===== src/rtl/cmp_wide_seq.sv =====
// cmp_wide_seq: wide unsigned magnitude compare sequenced MSB chunk first
// through one narrow W-bit comparator.
//
// Ports:
//   clk, rst          clock, async active-high reset
//   i_vld/o_rdy       operand request handshake (i_a, i_b are N*W bits)
//   o_res_vld/i_res_rdy  result handshake
//   o_eq/o_gt/o_lt    registered one-hot result, valid while o_res_vld
//   o_busy            high while chunks are being compared

module cmp #(
   parameter int W = 32
) (
   input  logic [W-1:0] i_a,
   input  logic [W-1:0] i_b,
   output logic         o_eq,
   output logic         o_gt,
   output logic         o_lt
);
   assign o_eq = (i_a == i_b);
   assign o_gt = (i_a > i_b);
   assign o_lt = (i_a < i_b);
endmodule

module cmp_wide_seq #(
   parameter int W = 32,
   parameter int N = 4
) (
   input  logic         clk,
   input  logic         rst,
   input  logic         i_vld,
   input  logic [N*W-1:0] i_a,
   input  logic [N*W-1:0] i_b,
   output logic         o_rdy,
   output logic         o_res_vld,
   input  logic         i_res_rdy,
   output logic         o_eq,
   output logic         o_gt,
   output logic         o_lt,
   output logic         o_busy
);
   localparam int IW = (N > 1) ? $clog2(N) : 1;

   typedef enum logic [1:0] {
      S_IDLE,
      S_CMP,
      S_DONE
   } state_t;

   state_t          state_q, state_d;
   logic [N*W-1:0]  a_q, a_d;
   logic [N*W-1:0]  b_q, b_d;
   logic [IW-1:0]   idx_q, idx_d;
   logic            eq_q, eq_d;
   logic            gt_q, gt_d;
   logic            lt_q, lt_d;

   logic [W-1:0]    a_chunk;
   logic [W-1:0]    b_chunk;
   logic            c_eq, c_gt, c_lt;

   assign a_chunk = a_q[int'(idx_q)*W +: W];
   assign b_chunk = b_q[int'(idx_q)*W +: W];

   cmp #(.W(W)) u_cmp (
      .i_a  (a_chunk),
      .i_b  (b_chunk),
      .o_eq (c_eq),
      .o_gt (c_gt),
      .o_lt (c_lt)
   );

   always_comb begin
      state_d = state_q;
      a_d     = a_q;
      b_d     = b_q;
      idx_d   = idx_q;
      eq_d    = eq_q;
      gt_d    = gt_q;
      lt_d    = lt_q;
      unique case (state_q)
         S_IDLE: begin
            if (i_vld) begin
               a_d     = i_a;
               b_d     = i_b;
               idx_d   = IW'(N - 1);
               state_d = S_CMP;
            end
         end
         S_CMP: begin
            // First unequal chunk decides; idx==0 check wins over decrement.
            if (!c_eq) begin
               eq_d    = 1'b0;
               gt_d    = c_gt;
               lt_d    = c_lt;
               state_d = S_DONE;
            end else if (idx_q == '0) begin
               eq_d    = 1'b1;
               gt_d    = 1'b0;
               lt_d    = 1'b0;
               state_d = S_DONE;
            end else begin
               idx_d = idx_q - 1'b1;
            end
         end
         S_DONE: begin
            if (i_res_rdy) state_d = S_IDLE;
         end
         default: state_d = S_IDLE;
      endcase
   end

   always_ff @(posedge clk or posedge rst) begin
      if (rst) begin
         state_q <= S_IDLE;
         a_q     <= '0;
         b_q     <= '0;
         idx_q   <= '0;
         eq_q    <= 1'b0;
         gt_q    <= 1'b0;
         lt_q    <= 1'b0;
      end else begin
         state_q <= state_d;
         a_q     <= a_d;
         b_q     <= b_d;
         idx_q   <= idx_d;
         eq_q    <= eq_d;
         gt_q    <= gt_d;
         lt_q    <= lt_d;
      end
   end

   assign o_rdy     = (state_q == S_IDLE);
   assign o_busy    = (state_q == S_CMP);
   assign o_res_vld = (state_q == S_DONE);
   assign o_eq      = eq_q;
   assign o_gt      = gt_q;
   assign o_lt      = lt_q;
endmodule


===== config.mk =====
export PLATFORM = sky130hd
export DESIGN_NAME = cmp_wide_seq
export DESIGN_NICKNAME = d
export VERILOG_FILES = /design/src/rtl/cmp_wide_seq.sv
export SDC_FILE = /design/constraint.sdc
export NUM_CORES = 1
export LEC_CHECK = 0
export ABC_CLOCK_PERIOD_IN_PS = 8600
export BUFFER_PORTS_ARGS = -buffer_cell sky130_fd_sc_hd__buf_2
export CAP_MARGIN = 20
export CORE_ASPECT_RATIO = 1.5
export CORE_MARGIN = 3
export CORE_UTILIZATION = 55
export DETAILED_ROUTE_END_ITERATION = 8
export HOLD_SLACK_MARGIN = 0.12
export PLACE_DENSITY = 0.81
export SLEW_MARGIN = 20
export SYNTH_ARGS = -nofsm -noshare
export SYNTH_HDL_FRONTEND = slang
export SYNTH_SLANG_ARGS = --single-unit

===== constraint.sdc =====
create_clock -name clk -period 8.6 [get_ports clk]
set_input_delay 0.43 -clock clk [delete_from_list [all_inputs] [get_ports clk]]
set_output_delay 0.43 -clock clk [all_outputs]
set_load 0.02 [all_outputs]

# After elaboration in Yosys (flattened, before gate mapping)
# Cells that the tools add are included.
# Widths: inputs -> output; s select.
[classes]
n_addsub = 1
magnitude_cmp = 2
eq_ne = 9
n_shift = 2
mux = 14
n_reduce_logical = 7
[ops]
columns = ["cell", "count"]
rows = [
  ["$shiftx 128x8->32", 2],
  ["$eq 32x32->1", 1],
  ["$gt 32x32->1", 1],
  ["$lt 32x32->1", 1],
  ["$mux 2", 7],
  ["$ne 2x1->1 const B", 3],
  ["$pmux 2 s3", 1],
  ["$mux 1", 5],
  ["$logic_not 2->1", 2],
  ["$ne 2x2->1 const B", 2],
  ["$pmux 2 s2", 1],
  ["$reduce_and 2->1", 2],
  ["$reduce_and 4->1", 1],
  ["$ne 3x2->1 const B", 1],
  ["$reduce_and 3->1", 1],
  ["$eq 2x1->1 const B", 1],
  ["$eq 2x2->1 const B", 1],
  ["$reduce_bool 2->1", 1],
  ["$sub 2x1->2 const B", 1],
]
[word_totals]
register_bits = 263
input_bits = 260
output_inout_bits = 6
word_cells = 42

# Longest topological paths before layout
[depth]
depth_word = 4
ltp_mapped = 10
depth_no_buf = 8

# Modules after synthesis
# From an unflattened synthesis, not the netlist that was laid out.
[unflattened]
hier_cells = 762
area_unflattened_um2 = 12249.2
[modules_own_cells]
columns = ["module", "instances", "cells_each", "area_each_um2", "seq_area_each_um2"]
rows = [
  ["cmp_wide_seq", 1, 648, 11398.4, 6581.3],
  ["cmp", 1, 114, 850.8, 0.0],
]

# Worst setup path after synthesis
# OpenSTA, ideal clock, no wires.
[synth_timing]
kind = "register -> register"
startpoint = "register idx_q[0]"
endpoint = "register gt_q, in the netlist o_gt"
setup_time_ns = 0.119
t_arrival_ns = 2.699
required_time_ns = 8.481
slack_ns = 5.782
stages_incl_launch_ff = 10
path_buffers = 2
synth_period_minus_slack_ns = 2.818
cell_sequence = "dfrtp_1 > buf_2 > buf_4 > mux4_2 > ha_1 > a21oi_1 > o21ai_0 > a221o_1 > o31a_2 > o21ba_1"
[synth_between]
elab_chain_len = 4
word_cells_on_any_way = 8
classes_between = "order compare (1); eq/ne (2); shift (2); mux (1); reduce/logical (2)"
[synth_lines]
columns = ["element", "line_no", "rtl"]
rows = [
  ["start, declared", "53", "logic [IW-1:0] idx_q, idx_d;"],
  ["start signal, assigned", "126", "idx_q <= idx_d;"],
  ["parallel branches: the longest is 4 deep, another holds $gt 32x32->1", "n/a", ""],
  ["end signal, assigned", "128", "gt_q <= gt_d;"],
  ["end, declared", "55", "logic gt_q, gt_d;"],
]
# Parallel ways; which one is timed is not known.
# A chain may end at the register's enable or synchronous reset.

# Worst setup path in the final report
[layout_timing]
startpoint = "register idx_q[0]"
endpoint = "register state_q[1]"
[layout_between]
elab_chain_len = 4
word_cells_on_any_way = 8
classes_between = "eq/ne (2); shift (2); mux (2); reduce/logical (2)"
[layout_lines]
columns = ["element", "line_no", "rtl"]
rows = [
  ["$shiftx 128x8->32, on equally long branches", "62, 63", ""],
  ["$eq 32x32->1", "20", "assign o_eq = (i_a == i_b);"],
  ["$ne 3x2->1 (no line) / $mux 2 (equally long branches)", "n/a", ""],
  ["$reduce_and 3->1 (no line) / $pmux 2 s3 (equally long branches)", "n/a", ""],
  ["end signal, assigned", "123", "state_q <= state_d;"],
  ["end, declared", "50", "state_t state_q, state_d;"],
]
# Parallel ways exist; a longest one is shown, timed or not.

==> results.toml <==
[clock_tree]
cts.sinks = 263
clockRootBuffer = "clkbuf_16"
postCtsSetupRepairBufs = 0
cts_inserted_buffers = 26
htree_levels = 1
clk_pin_slew_ps = 60
cts_tree = "done"
hold_buffers = 3
clock_latency_ps = 520
ctsResizeCount = 0
clockBufferDepth = 3

[floorplan]
die_y_um = 188
start_util_pct = 56.1
die_w_um = 128
core_area_sq_um = 21700
fp-row-count = 66
io_pins = 266
fp.dieArea_sq_um = 24000

[critical_path]
crit_chain = "buf_4 -> mux4_2 -> ha_1 -> nand4_1 -> nor4_2 -> a31oi_1 -> a221o_1"
crit_arrival_ps = 4130
reg2reg_slack_ps = 4860
r2r_end = "state_q[1]"
critPathBufInv = 1
r2r_start = "idx_q[0]"
slowest_delay_ps = 710
crit_family = "flip-flops"
cp_num_cells = 7
cp-start-kind = "flop"
rr_worst_depth = 7
critPathRequiredTime_ps = 9000
worstSetupEndpointType = "flop"
path_class = "flop to flop"
crit_fanout = 45
worst_path_max_delay_cell = "dfrtp_4"
startpoint = "idx_q[0]"
cp-endpoint = "state_q[1]"

[timing]
min_period_over_period_pct = 43.5
post-route-min-period_ps = 3740
final-hold-violation-count = 0
tightest_slew_ps = 1050
rsz0062_at_grt = "false"
finClkSkew_ps = 12.1
finalSetupViolCount = 0
drv_slew = 0
fmax_mhz = 268
worst_slew_margin_rel_pct = 29.7
fin_tns_setup_ps = 0

[drt]
viasPerCell = 5.64
drcViolationCount = 0
first_iter_violations = 340
firstDrtPassIters = 4
wire_per_inst_um = 21.6
ant_nets = 0
vias = 7397
routed_wirelength_mm = 28.3

[pwr]
total_power_mw = 5.07
p_leak_nw = 6.67
power_density_nw_per_um2 = 348
ir_drop_mv = 0.224

[global_route]
grt_util_all_layers_pct = 23.6
antenna_found_initial = 5
first_global_vias = 8135
grt_max_degree = 133
grt_first_pass_wirelength_mm = 43.4
grt_overflow = 0

[logic_synthesis]
synth_area_per_cell_sq_um = 16.0
ys_warn_count = 0
syn-cell-area_sq_um = 12200
synth_top_area_share_pct = 54.0
ys_seq_area_share_pct = 54.0
yosys-top-cells-area = "dfrtp_1, mux2_2, mux4_2, ha_1, buf_4"
synth_top_cell_by_area = "dfrtp_1"
post_synth_num_cell_types = 41
ys_ff_latch = 263
synthCells = 761
syn-num-nets = 1054

[status]
status = "finished clean"

[placed_design]
port-buffer-count = 265
gp_congestion = 0.794
dp_hpwl_mm = 21.0

[cells_and_area]
area_growth_pct = 19.5
nFillCells = 1562
nNetsFinal = 1314
drive_above_1_share_pct = 62.0

[worst_hold_path]
worst_hold_path_type = "primary input to asynchronous set/reset pin"

[run]
maxCapViolations = 0
-- layout make-up --
cell class	instances	area [sq um]	share of cell area (%)
timing repair buffer	275	1410	9.70
clock buffer	36	779	5.35
sequential	263	6590	45.3
clock inverter	9	113	0.773
tap	272	340	2.34
inverter	37	146	1.01
antenna	2	5.00	0.0344
multi-input combinational	418	5170	35.5
-- cells in the final DEF (no fill, tap or decap), drive strengths merged, types with 4 or more instances in the layout --
master	n
a21oi	13
buf	272
clkbuf	36
clkinvlp	4
dfrtp	263
ha	33
inv	37
mux2	256
mux4	64
nand2	9
nand4	7
nor2	6
-- power by group --
part | leakage [nW] | switching [mW] | internal, mW
sequential | 3.06 | 0.332 | 1.86
combinational | 3.18 | 0.681 | 1.03
clock | 0.426 | 0.473 | 0.692
-- state kept, by name (all words and copies together), names as in the netlist --
register / count
o_eq: 1
a_q: 128
o_gt: 1
b_q: 128
o_lt: 1
state_q: 2
idx_q: 2
-- kinds of logic (layout without fill, tap and decap cells) --
family / after synthesis / count (layout) / synth area share (%)
flip-flops: 263 / 263 / 54.0
AND/OR/NAND/NOR: 34 / 34 / 1.81
other: 0 / 2 / 0
buffers and inverters: 80 / 357 / 3.56
AO/OA/AOI/OAI: 31 / 31 / 1.77
multiplexers: 320 / 320 / 35.5
adder cells (fa/ha/maj): 33 / 33 / 3.39
-- synth_stat cells (all sizes together) --
cell     number
o21ai         2
a221oi        1
a41o          1
mux4         64
mux2        256
dfrtp       263
buf          42
a211oi        1
o2111ai       1
nand4         7
nor2b         2
o211ai        1
a221o         2
nor4          2
or2           1
a21o          2
and4          2
nand2b        1
nand3         2
inv          37
a21oi        13
a21boi        1
o22ai         1
o31a          1
o21ba         1
a2bb2oi       1
and2          1
nor2          6
or4           1
nand2         9
a31oi         1
clkbuf        1
ha           33
o21a          1
-- worst min-delay path by stage --
stage	startpoint	end	depth (start not counted)
after global placement	b_q[68]	b_q[68]	1
final	rst	a_q[6]	2
after floorplan	b_q[65]	b_q[65]	1
after CTS	i_b[23]	b_q[23]	2
after global routing	i_b[30]	b_q[30]	2
after detailed placement	b_q[68]	b_q[68]	1
-- metal layers --
| layer | global-route usage (%) | part of all wire (%) | wire (um) | vias to the layer above |
|---|---|---|---|---|
| li1 | - | - | - | 3342 |
| met2 | 44.5 | 56 | 15800 | 240 |
| met3 | 4.23 | 6.3 | 1790 | 67 |
| met4 | 9.74 | 4.5 | 1290 | 6 |
| met1 | 25.5 | 33 | 9420 | 3742 |
| met5 | 0 | 0.092 | 26 | - |
-- worst register-to-register path, cell delays in order (launching register included) --
cell and delay (ps):
dfrtp_4 710, buf_4 720, mux4_2 640, ha_1 330, nand4_1 180, nor4_2 450
a31oi_1 260, a221o_1 310
-- through the flow --
step | area (sq um) | setup WS (ps) | hold slack (ps) | util, % | std cells
finish | 14600 | 4860 | 98.5 | 67.0 | 1312
global route | 14600 | 4500 | 123 | 67.0 | 1312
CTS | 14600 | 4820 | 120 | 67.0 | 1310
detailed placement | 13600 | 4840 | 481 | 62.8 | 1262
global placement | 13600 | 4960 | 465 | 62.8 | 1262
floorplan | 12200 | 930 | 452 | - | 761
Power figures use the tool's default switching activity.
